--- src/rtl/sargantana_itag_ctrl.sv ---
// Instruction-cache tag controller: arbitrates refill writes, two-cycle tag lookups
// and a full invalidate sweep over an external synchronous tag memory.
module sargantana_itag_ctrl #(
  parameter int ICACHE_N_WAY   = 4,
  parameter int TAG_DEPTH      = 64,
  parameter int TAG_ADDR_WIDHT = $clog2(TAG_DEPTH),
  parameter int TAG_WIDHT      = 20
) (
  input  logic                              clk_i,
  input  logic                              rst_i,

  input  logic                              lookup_valid_i,
  output logic                              lookup_ready_o,
  input  logic [TAG_ADDR_WIDHT-1:0]         lookup_idx_i,
  input  logic [TAG_WIDHT-1:0]              lookup_tag_i,

  output logic                              resp_valid_o,
  output logic                              resp_hit_o,
  output logic [ICACHE_N_WAY-1:0]           resp_way_o,
  output logic [ICACHE_N_WAY-1:0]           resp_victim_o,

  input  logic                              refill_valid_i,
  output logic                              refill_ready_o,
  input  logic [TAG_ADDR_WIDHT-1:0]         refill_idx_i,
  input  logic [TAG_WIDHT-1:0]              refill_tag_i,
  input  logic [ICACHE_N_WAY-1:0]           refill_way_i,

  input  logic                              flush_i,
  output logic                              flush_busy_o,

  output logic [ICACHE_N_WAY-1:0]           mem_req_o,
  output logic                              mem_we_o,
  output logic                              mem_vbit_o,
  output logic [TAG_WIDHT-1:0]              mem_data_o,
  output logic [TAG_ADDR_WIDHT-1:0]         mem_addr_o,
  input  logic [ICACHE_N_WAY*TAG_WIDHT-1:0] mem_tag_way_i,
  input  logic [ICACHE_N_WAY-1:0]           mem_vbit_i
);

  localparam logic [1:0] IDLE    = 2'd0;
  localparam logic [1:0] COMPARE = 2'd1;
  localparam logic [1:0] FLUSH   = 2'd2;

  localparam int PTR_W = (ICACHE_N_WAY > 1) ? $clog2(ICACHE_N_WAY) : 1;

  logic [1:0]                state_q, state_d;
  logic                      flush_pending_q;
  logic [TAG_ADDR_WIDHT-1:0] sweep_q;
  logic [PTR_W-1:0]          rr_ptr_q;
  logic [TAG_WIDHT-1:0]      tag_q;

  logic                      is_idle;
  logic                      refill_fire;
  logic                      lookup_fire;
  logic                      sweep_last;
  logic [ICACHE_N_WAY-1:0]   hit_vec;
  logic [ICACHE_N_WAY-1:0]   hit_first;
  logic [ICACHE_N_WAY-1:0]   invalid_vec;
  logic [ICACHE_N_WAY-1:0]   invalid_first;
  logic [ICACHE_N_WAY-1:0]   rr_onehot;
  logic                      all_valid;

  assign is_idle        = (state_q == IDLE);
  assign refill_ready_o = is_idle & ~flush_pending_q;
  assign lookup_ready_o = is_idle & ~flush_pending_q & ~refill_valid_i;
  assign refill_fire    = refill_valid_i & refill_ready_o;
  assign lookup_fire    = lookup_valid_i & lookup_ready_o;
  assign sweep_last     = (sweep_q == TAG_ADDR_WIDHT'(TAG_DEPTH - 1));
  assign flush_busy_o   = (state_q == FLUSH);

  // Isolating the lowest set bit (x & -x) picks the lowest-index hit / free way.
  always_comb begin
    hit_vec = '0;
    for (int w = 0; w < ICACHE_N_WAY; w++) begin
      hit_vec[w] = mem_vbit_i[w] & (mem_tag_way_i[w*TAG_WIDHT +: TAG_WIDHT] == tag_q);
    end
  end

  assign hit_first     = hit_vec & (~hit_vec + ICACHE_N_WAY'(1));
  assign invalid_vec   = ~mem_vbit_i;
  assign invalid_first = invalid_vec & (~invalid_vec + ICACHE_N_WAY'(1));
  assign all_valid     = &mem_vbit_i;
  assign rr_onehot     = ICACHE_N_WAY'(1) << rr_ptr_q;

  always_comb begin
    mem_req_o  = '0;
    mem_we_o   = 1'b0;
    mem_vbit_o = 1'b0;
    mem_data_o = '0;
    mem_addr_o = '0;
    case (state_q)
      IDLE: begin
        if (refill_fire) begin
          mem_req_o  = refill_way_i;
          mem_we_o   = 1'b1;
          mem_vbit_o = 1'b1;
          mem_data_o = refill_tag_i;
          mem_addr_o = refill_idx_i;
        end else if (lookup_fire) begin
          mem_req_o  = '1;
          mem_addr_o = lookup_idx_i;
        end
      end
      FLUSH: begin
        mem_req_o  = '1;
        mem_we_o   = 1'b1;
        mem_addr_o = sweep_q;
      end
      default: ;
    endcase
  end

  // A flush seen during COMPARE goes straight to FLUSH once the response is issued.
  always_comb begin
    state_d = state_q;
    case (state_q)
      IDLE: begin
        if (flush_pending_q)  state_d = FLUSH;
        else if (lookup_fire) state_d = COMPARE;
      end
      COMPARE: state_d = (flush_pending_q | flush_i) ? FLUSH : IDLE;
      FLUSH:   state_d = sweep_last ? IDLE : FLUSH;
      default: state_d = IDLE;
    endcase
  end

  always_ff @(posedge clk_i) begin
    if (rst_i) begin
      state_q         <= IDLE;
      flush_pending_q <= 1'b0;
      sweep_q         <= '0;
      rr_ptr_q        <= '0;
      tag_q           <= '0;
      resp_valid_o    <= 1'b0;
      resp_hit_o      <= 1'b0;
      resp_way_o      <= '0;
      resp_victim_o   <= '0;
    end else begin
      state_q         <= state_d;
      flush_pending_q <= (state_q == FLUSH) ? 1'b0 : (flush_pending_q | flush_i);
      resp_valid_o    <= 1'b0;
      resp_hit_o      <= 1'b0;
      resp_way_o      <= '0;
      resp_victim_o   <= '0;

      if (lookup_fire) tag_q <= lookup_tag_i;

      if (state_q == COMPARE) begin
        resp_valid_o  <= 1'b1;
        resp_hit_o    <= |hit_vec;
        resp_way_o    <= hit_first;
        resp_victim_o <= all_valid ? rr_onehot : invalid_first;
        if (~|hit_vec & all_valid) begin
          rr_ptr_q <= (rr_ptr_q == PTR_W'(ICACHE_N_WAY - 1)) ? '0 : rr_ptr_q + PTR_W'(1);
        end
      end

      if (state_q == FLUSH) begin
        sweep_q <= sweep_last ? '0 : sweep_q + TAG_ADDR_WIDHT'(1);
        if (sweep_last) rr_ptr_q <= '0;
      end
    end
  end

endmodule

--- config.mk ---
export PLATFORM = sky130hd
export DESIGN_NAME = sargantana_itag_ctrl
export DESIGN_NICKNAME = d
export VERILOG_FILES = /design/src/rtl/sargantana_itag_ctrl.sv
export SDC_FILE = /design/constraint.sdc
export NUM_CORES = 1
export LEC_CHECK = 0
export BUFFER_PORTS_ARGS = -buffer_cell sky130_fd_sc_hd__buf_2
export CAP_MARGIN = 20
export CORE_ASPECT_RATIO = 1.2
export CORE_MARGIN = 2
export CORE_UTILIZATION = 46
export DETAILED_ROUTE_END_ITERATION = 6
export PLACE_DENSITY = 0.9
export SETUP_SLACK_MARGIN = 0.05
export SLEW_MARGIN = 20
export SYNTH_ARGS = -nofsm -noshare
export SYNTH_HDL_FRONTEND = slang
export SYNTH_SLANG_ARGS = --single-unit
export TNS_END_PERCENT = 100
--- constraint.sdc ---
create_clock -name clk_i -period 2.6 [get_ports clk_i]
set_clock_uncertainty 0.1 [all_clocks]
set_input_delay 0 -clock clk_i [delete_from_list [all_inputs] [get_ports clk_i]]
set_output_delay 0 -clock clk_i [all_outputs]
set_load 0.01 [all_outputs]
# After elaboration in Yosys (flattened, before gate mapping)

Index checks and enable logic that the tools add are counted.

Bitwise operators: 18
Eq/ne operators: 9
Add/subtract/negate cells: 4
Multiplexer cells: 24
Shifts and indexed selects: 1
Reduce and logical (&&, ||, !) cells: 6

Operator list:

| kind                | count |
|---|---|
| $eq 20x20->1        | 4 |
| $mux 20             | 2 |
| $mux 2              | 9 |
| $mux 6              | 3 |
| $mux 4              | 3 |
| $not 4->4           | 3 |
| $pmux 6 s2          | 1 |
| $and 1x1->1         | 9 |
| $add 4x1->4 const B | 2 |
| $and 4x4->4         | 2 |
| $pmux 4 s2          | 1 |
| $add 6x1->6 const B | 1 |
| $eq 6x6->1 const B  | 1 |
| $pmux 2 s3          | 1 |
| $eq 2x2->1 const B  | 2 |
| $reduce_and 4->1    | 1 |
| $reduce_or 2->1     | 2 |
| $reduce_or 4->1     | 1 |
| $shl 1x2->4 const A | 1 |
| $mux 1              | 3 |
| $ne 3x2->1 const B  | 1 |
| $not 1->1           | 3 |
| $add 2x1->2 const B | 1 |
| $eq 2x1->1 const B  | 1 |
| 4 further kinds     | 4 |

Output and inout bits: 45
Register bits after elaboration: 41

# Depth between registers and ports, before layout

Gate-level depths: netlist (run 1).

Depth in word-level cells: 9
Mapped depth: 7

# Worst setup path before layout (run 1)

OpenSTA, ideal clock, no wires.

Path type: flip-flop to flip-flop
Start point: reg state_q[0]
End point: reg tag_q[10]
Setup time: 0.071 ns
Required time: 2.429 ns
Path slack: 0.818 ns
Buffers on the path: 2
Cell stages (with the launch flop): 7
Clock period less this slack: 1.782 ns
Arrival: 1.611 ns
Path through: dfxtp_1 -> nor4_1 -> and2_1 -> buf_2 -> buf_2 -> nand2_1 -> a21oi_1

Longest elaborated chain between the ends: 4

Ends and longest elaborated chain:

| what                     | line | RTL |
|---|---|---|
| from (decl)              | 46   | `logic [1:0] state_q, state_d;` |
| from (signal assigned)   | 139  | `state_q <= state_d;` |
| $logic_not 2->1          | 63   | `assign is_idle = (state_q == IDLE);` |
| $and 1x1->1 (2 in a row) | 65   | `assign lookup_ready_o = is_idle & ~flush_pending_q & ~refill_valid_i;` |
| via lookup_ready_o       | 13   | `output logic lookup_ready_o,` |
| $and 1x1->1              | 67   | `assign lookup_fire = lookup_valid_i & lookup_ready_o;` |
| to (signal assigned)     | 146  | `if (lookup_fire) tag_q <= lookup_tag_i;` |
| to (decl)                | 50   | `logic [TAG_WIDHT-1:0] tag_q;` |

The timed path passes the listed nets, and every way through them passes these cells.
A chain may end at the register's enable or synchronous reset.

# Worst setup path after layout (run 1)

Start point: reg state_q[0]
End point: out mem_req_o[2]

Longest elaborated chain between the ends: 7
Elaborated cells between the ends (all ways): 9

Ends and longest elaborated chain:

| what            | line   | RTL |
|---|---|---|
| $logic_not 2->1 | 63, 91 |  |
| $and 1x1->1     | 64, 65 |  |
| $and 1x1->1     | 65     |  |
| $and 1x1->1     | 67     |  |
| $mux 4          | 99     | `end else if (lookup_fire) begin` |
| $mux 4          | 93     | `if (refill_fire) begin` |
| $pmux 4 s2 (*)  | 91     | `case (state_q)` |
| to (decl)       | 31     | `output logic [ICACHE_N_WAY-1:0] mem_req_o,` |

Every way passes the cells marked *; elsewhere a longest branch is shown, timed or not.

==> metrics.md, run 1 <==
| Metric | Value |
|---|---|
| Max frequency | 461.0 MHz |
| Worst-path cell with the longest stage delay | nor4_1 |
| Max-slew violations | 0 |
| Routed Antenna Nets | 0 |
| TritonRoute pass-1 iters | 4 |
| Cell repeated most along the worst path | nor2_1 |
| Largest net degree at the start of global routing | 30 |
| Row cnt | 31 |
| Initial antenna violation count | 0 |
| GRT Total Usage | 27.57% |
| Final setup violation count | 0 |
| Startpoint Class | flop |
| Die Span Y | 90.04 um |
| Initial Utilization | 47.20% |
| Async SR Flop Fraction | 0% |
| Status | completed |
| Filler cells | 494 |
| I/O pins | 190 |
| Synth warn | 0 |
| Arrival time of the worst setup path | 2.07 ns |
| Final wirelength | 9.530 mm |
| Synth top cells by count | nand2_1 (52), xor2_1 (49), dfxtp_1 (41), xnor2_1 (35), a21oi_1 (28) |
| Top-area cell type share of the netlist area | 28.92% |
| Tightest Pin Transition | 0.6886 ns |
| Max-Slew Margin vs Limit | 53.98% |
| Hold_ws | 0.05330 ns |
| # nets final | 699 |
| Synth Register Bits | 41 |
| Synth-to-Final Area Change | 43.96% |
| Seq/Total Area, Yosys | 28.92% |
| RSZ-0062 raised after global routing | no |
| CP Class | reg -> out |
| Number of remaining DRC errors | 0 |
| Vias | 3280 |
| Hold WC Path Type | in -> reg |
| H-tree Lvls | 2 |
| CTS buffer count | 5 |
| DR vias/cell | 5.190 |
| Clock Path Buffers | 2 |
| Syn Nets | 507 |
| Clk slew on worst S/H paths | 0.08 ns |
| Average wire per standard cell | 15.08 um |
| Count leader, synth | nand2_1 |
| Crit. End Element | output pin |
| Max cap viols | 0 |
| Core area | 6012 um2 |
| Top post-synthesis cells by area | dfxtp_1 (29%), xor2_1 (15%), xnor2_1 (11%) |
| DRT iter0 DRCs | 132 |
| Layout cells sized above 1 | 37.09% |
| Max incr delay on CP | 0.47 ns |
| CP delay by family, top | simple AND/OR/NAND/NOR gates |
| Area leader, netlist | dfxtp_1 |
| Die width | 75.70 um |
| Antenna Cells | 0 |
| Pwr dens | 392.9 nW/um2 |
| Port buffer count | 189 |
| Post-synth EDFFs | 0 |
| WP buf/inv | 1 |
| Root Buffer | clkbuf_8 |
| CP cell instances | nor4_1 > and2_1 > nor2_1 > nor2_1 > a21o_1 > buf_2 |
| Fin crit period | 2.169 ns |
| Worst skew pair latency | 0.29 ns |
| Number of global-route vias before repair | 3226 |
| Fin crit share | 83.43% |
| WP data required | 2.50 ns |
| Mean post-synth cell area | 7.949 um2 |
| GRT overflow | 0 |
| Clock tree from TritonCTS | yes |
| Crit path max fanout | 8 |
| Synth Flop Type | dfxtp_1 |
| Cells after Synth | 357 |
| Leakage | 2.094 nW |
| Clock Sinks | 41 |
| Synthesized area | 2838 um2 |
| Peak supply drop | 0.2918 mV |
| DP HPWL | 7.572 mm |
| Hold Vio Cnt, Final | 0 |
| Die area | 6816 um2 |
| Synth unique cells | 33 |
| RePlAce Congestion | 0.9237 |
| Final TNS setup | 0 ns |
| Global-route wire length before repair | 14.45 mm |
## what timing repair did
action	4_1_cts	5_1_grt
hold endpoints to repair	26	0
resized for setup	0	0
buffers inserted	0	0
hold buffers	29	0
## through the flow
stage                     setup slack, ns  std cells  utilization, %  area (um2)  power (mW)
after floorplan                    0.8182        357               -        2838      0.9629
after global placement             0.6119        595           61.69        3709       1.161
after detailed placement           0.5968        595           61.69        3709       1.174
after CTS                          0.4069        632           67.95        4085       1.614
after global routing               0.2144        632           67.95        4085       1.699
final                              0.4309        632           67.95        4085       1.605
## area by class of cell
type,count,area [um2],share of cell area [%]
Clock buffer,5,68.82,1.685
Timing Repair Buffer,220,1251,30.63
Clock inverter,3,17.52,0.4288
Inverter,11,41.29,1.011
Tap cell,82,102.6,2.511
Sequential cell,41,820.8,20.09
Multi-Input combinational cell,270,1783,43.64
## path summary, 6_finish.rpt
kind                            cells past startpoint         startpoint  slack (ns)       endpoint
worst min register to register                      2         sweep_q[1]        0.40     sweep_q[1]
worst max-delay path                                6         state_q[0]        0.43   mem_req_o[2]
worst max register to register                      6          tag_q[12]        0.49    rr_ptr_q[1]
worst min-delay path                                4  mem_tag_way_i[50]        0.05  resp_way_o[2]
## cells by family (layout without fill, tap and decap cells)
group,count (synthesis),in the layout,synth area share (%)
and+or+nand+nor,138,138,25.00
DFF,41,41,28.92
muxes,2,2,0.7055
adders and majority gates,5,5,2.205
buffers and inverters,46,239,8.245
xor gates and xnor gates,84,84,25.93
AOI/OAI and AO/OA,41,41,8.995
## power breakdown
part / switching [mW] / leakage [nW] / total (mW) / internal [mW]
Clock: 0.226 / 0.0439 / 0.412 / 0.185
Sequential: 0.0449 / 0.333 / 0.695 / 0.650
Combinational: 0.240 / 1.72 / 0.498 / 0.258
## worst min-delay path, delay by kind of cell
kind                      cells  cell delay (ns)
xor gates and xnor gates      1             0.07
buffers and inverters         1             0.10
and+or+nand+nor               2             0.23
## layer usage
| metal | up-vias | wire [um] | global-route usage [%] |
|---|---|---|---|
| li1 | 1580 | - | - |
| met1 | 1470 | 3562 | 30.55 |
| met2 | 194 | 4828 | 47.75 |
| met3 | 36 | 779 | 6.502 |
| met4 | 0 | 359 | 12.72 |
| met5 | - | 0 | 0 |
## registers in the layout, summed over array words and instances, names as in the netlist
name             count
state_q              2
resp_way_o           4
rr_ptr_q             2
resp_valid_o         1
resp_victim_o        4
tag_q               20
sweep_q              6
flush_pending_q      1
resp_hit_o           1
## layout by cell type, fill, tap and decap left out, types with 2 or more instances in the layout
cell type | netlist | routed
nand3_1 | 8 | 8
buf_2 | 16 | 189
nor4_1 | 13 | 13
a21o_1 | 3 | 3
a21oi_1 | 28 | 28
mux2i_1 | 2 | 2
ha_1 | 5 | 5
or2_2 | 2 | 2
a222oi_1 | 6 | 6
dlygate4sd3_1 | 0 | 29
nor3_1 | 5 | 5
dfxtp_1 | 41 | 41
nand4_1 | 13 | 13
nand2_1 | 52 | 52
inv_1 | 11 | 11
clkbuf_8 | 0 | 5
xnor2_1 | 35 | 35
nor2_1 | 11 | 11
buf_4 | 1 | 2
and4_1 | 2 | 2
xor2_1 | 49 | 49
clkinv_2 | 0 | 2
and2_1 | 4 | 4
and3_1 | 20 | 20
nor3b_1 | 2 | 2
or2_1 | 2 | 2
No activity file was read; power rests on OpenSTA's default activity.
==> inputs of run 2 (changes only) <==
--- a/config.mk
+++ b/config.mk
@@ -9,9 +9,9 @@
 export CAP_MARGIN = 20
 export CORE_ASPECT_RATIO = 1.2
 export CORE_MARGIN = 2
-export CORE_UTILIZATION = 46
+export CORE_UTILIZATION = 42
 export DETAILED_ROUTE_END_ITERATION = 6
-export PLACE_DENSITY = 0.9
+export PLACE_DENSITY = 0.84
 export SETUP_SLACK_MARGIN = 0.05
 export SLEW_MARGIN = 20
 export SYNTH_ARGS = -nofsm -noshare
==> constraint.sdc (replaced) <==
create_clock -name clk_i -period 2.2 [get_ports clk_i]
set_clock_uncertainty 0.1 [all_clocks]
set_input_delay 0 -clock clk_i [delete_from_list [all_inputs] [get_ports clk_i]]
set_output_delay 0 -clock clk_i [all_outputs]
set_load 0.01 [all_outputs]
==> run 2 against run 1 <==
Register-to-register slack lost 0.39 ns. Non-clock buffer count increased by 8. Combinational power grew 26%. Via count rose by 1.0%. Critical path depth did not move. Critical endpoint is now rr_ptr_q[1]. Largest cell class unchanged.
==> metrics.md, run 2 (synthesis results as in run 1) <==
| Metric | Value |
|---|---|
| # nets final | 707 (+1.1%) |
| WP data required | 2.27 ns (-0.23 ns) |
| Pwr dens | 465.1 nW/um2 (+18%) |
| Fin crit period | 2.096 ns |
| Initial Utilization | 43.75% (-3.5 points) |
| Hold wc startpoint | lookup_valid_i |
| DRT iter0 DRCs | 159 (+20%) |
| Launch point of the worst reg-to-reg path | tag_q[10] |
| R2r endpoint | rr_ptr_q[1] |
| Number of remaining DRC errors | 0 (unchanged) |
| CTS buffer count | 5 (unchanged) |
| Routed Antenna Nets | 0 (unchanged) |
| Commonest non-fill, non-tap cells in the layout | buf_2 (189), nand2_1 (52), xor2_1 (49), dfxtp_1 (40), xnor2_1 (35) |
| Hold_ws | 0.08563 ns (+0.03233 ns) |
| DR vias/cell | 5.162 (-0.54%) |
| Clk pwr share | 25.8% (+0.2 points) |
| Internal Pwr Total | 1.339 mW (+22%) |
| Switching share of power | 31.23% (-0.64 points) |
| Synth-to-Final Area Change | 47.49% |
| Core area | 6486 um2 (+7.9%) |
| RePlAce Congestion | 0.9339 (+1.1%) |
| Crit. End Element | flop |
| Clk slew on worst S/H paths | 0.08 ns (about the same) |
| Max-slew violations | 0 (unchanged) |
| Setup Buffers After CTS | 0 (unchanged) |
| Startpoint Class | flop |
| Die width | 79.04 um (+4.4%) |
| Worst Hold Endpoint | state_q[0] |
| Max frequency | 477.2 MHz |
| Die area | 7432 um2 (+9.0%) |
| DP HPWL | 8.029 mm (+6.0%) |
| CP Class | reg -> reg |
| Max-Slew Margin vs Limit | 71.14% (+17 points) |
| H-tree Lvls | 2 (unchanged) |
| Placed Cells | 604 (+1.5%) |
| Biggest regs | tag_q x20, sweep_q x6 |
| Leakage | 2.138 nW (+2.1%) |
| Final wirelength | 10.17 mm (+6.7%) |
| Clock tree from TritonCTS | yes |
| Layout cells sized above 1 | 38.24% (+1.1 points) |
| Antenna Cells | 0 (unchanged) |
| Clock Path Buffers | 2 (unchanged) |
| Port buffer count | 189 (unchanged) |
| Worst Reg2Reg Path Length in Cells | 6 (unchanged) |
| Worst skew pair latency | 0.28 ns (about the same) |
| Tightest Pin Transition | 0.4308 ns (-0.2578 ns) |
| Hold Vio Cnt, Final | 0 (unchanged) |
| Most common cell after layout, fill and taps aside | buf_2 |
| Filler cells | 582 (+18%) |
| R2R Setup Slk | 0.10 ns (-0.39 ns) |
| Sequential power share | 42.1% (-1.2 points) |
| RSZ-0062 raised after global routing | yes |
| Root Buffer | clkbuf_8 |
| Overall Power | 1.947 mW (+21%) |
| Largest Register | tag_q |
| Post-route insts no fill | 642 (+1.6%) |
| Fin crit share | 95.26% |
| Arrival time of the worst setup path | 2.17 ns (+0.10 ns) |
| Comb pwr share | 32.1% (+1.0 points) |
| Worst Hold Path Cells | 4 (unchanged) |
| Average wire per standard cell | 15.84 um (+5.1%) |
| Max FFs per register | 20 (unchanged) |
| Row cnt | 32 (+3.2%) |
| Max cap viols | 0 (unchanged) |
| Largest net degree at the start of global routing | 29 (-3.3%) |
| Status | completed |
| Net Switching | 607.9 uW (+19%) |
| Initial antenna violation count | 0 (unchanged) |
| Crit path max fanout | 5 (-3) |
| Peak supply drop | 0.3168 mV (+8.6%) |
| Vias | 3314 (+1.0%) |
| Global-route wire length before repair | 15.21 mm (+5.3%) |
| Multi-input logic area | 1797 um2 (+0.77%) |
| Final TNS setup | 0 ns (unchanged) |
| Die Span Y | 94.04 um (+4.4%) |
| Clock Sinks | 41 (unchanged) |
| Number of global-route vias before repair | 3251 (+0.77%) |
| Hold WC Path Type | in -> reg |
| Sequential standard cell area | 822.0 um2 (+0.15%) |
| GRT Total Usage | 26.72% (-0.84 points) |
| I/O pins | 190 (unchanged) |
| Final setup violation count | 0 (unchanged) |
| TritonRoute pass-1 iters | 5 (+1) |
| GRT overflow | 0 (unchanged) |
-- run 2: cell count changes in the layout (fill, tap and decap cells not counted), sizes merged --
cell,before,now
clkinv,2,0
dlygate4sd3,29,31
clkbuf,5,6
buf,191,197
-- run 2: worst max path at each step --
stage	cells past startpoint	to	slack, ns	from
after floorplan	6	tag_q[10]	0.42	state_q[0]
after global placement	6	rr_ptr_q[1]	0.09	tag_q[10]
after detailed placement	6	rr_ptr_q[1]	0.09	tag_q[10]
after CTS	6	rr_ptr_q[1]	0.07	tag_q[10]
after global routing	6	rr_ptr_q[1]	0.03	tag_q[13]
final	6	rr_ptr_q[1]	0.10	tag_q[10]
-- run 2: what timing repair did --
action,4_1_cts,5_1_grt
cloned,0,0
hold endpoints to repair,28,0
hold buffers,31,0
endpoints found under the setup margin,9,12
resized for setup,1,3
-- run 2: power by group through the flow --
stage	Clock (mW)	Combinational, mW	Sequential, mW
finish	0.502	0.625	0.820
global route	0.543	0.678	0.824
CTS	0.512	0.616	0.818
detailed placement	0	0.573	0.836
global placement	0	0.565	0.833
floorplan	0	0.341	0.797
-- run 2: final cells by class --
cell class                      instances  share of cell area, %
Multi-Input combinational cell        270                  42.93
Timing Repair Buffer                  228                  31.75
Sequential cell                        41                  19.64
Tap cell                               85                  2.541
Clock buffer                            6                  1.973
Inverter                               11                 0.9865
Clock inverter                          1                 0.1794
-- run 2: through the flow --
step           cell area (um2)  utilization [%]  setup WS, ns
2_1_floorplan             2838                -        0.4182
3_3_place_gp              3770            58.12       0.09459
6_report                  4185            64.53        0.1043
4_1_cts                   4172            64.31       0.07498
5_1_grt                   4185            64.53       0.03370
3_5_place_dp              3770            58.12       0.08521
-- run 2: layer usage --
layer	part of all wire (%)	global-route usage [%]
met5	0	0
met4	3.3	11.06
met1	37	27.98
met3	7.9	5.288
met2	52	51.13
-- run 2: worst max-delay path: stages, from the launching register on --
cell and delay, ns:
dfxtp_1 0.56, xor2_1 0.14, nor4_2 0.40, nand4_1 0.18
o22ai_2 0.24, and4b_4 0.24, mux2i_1 0.11
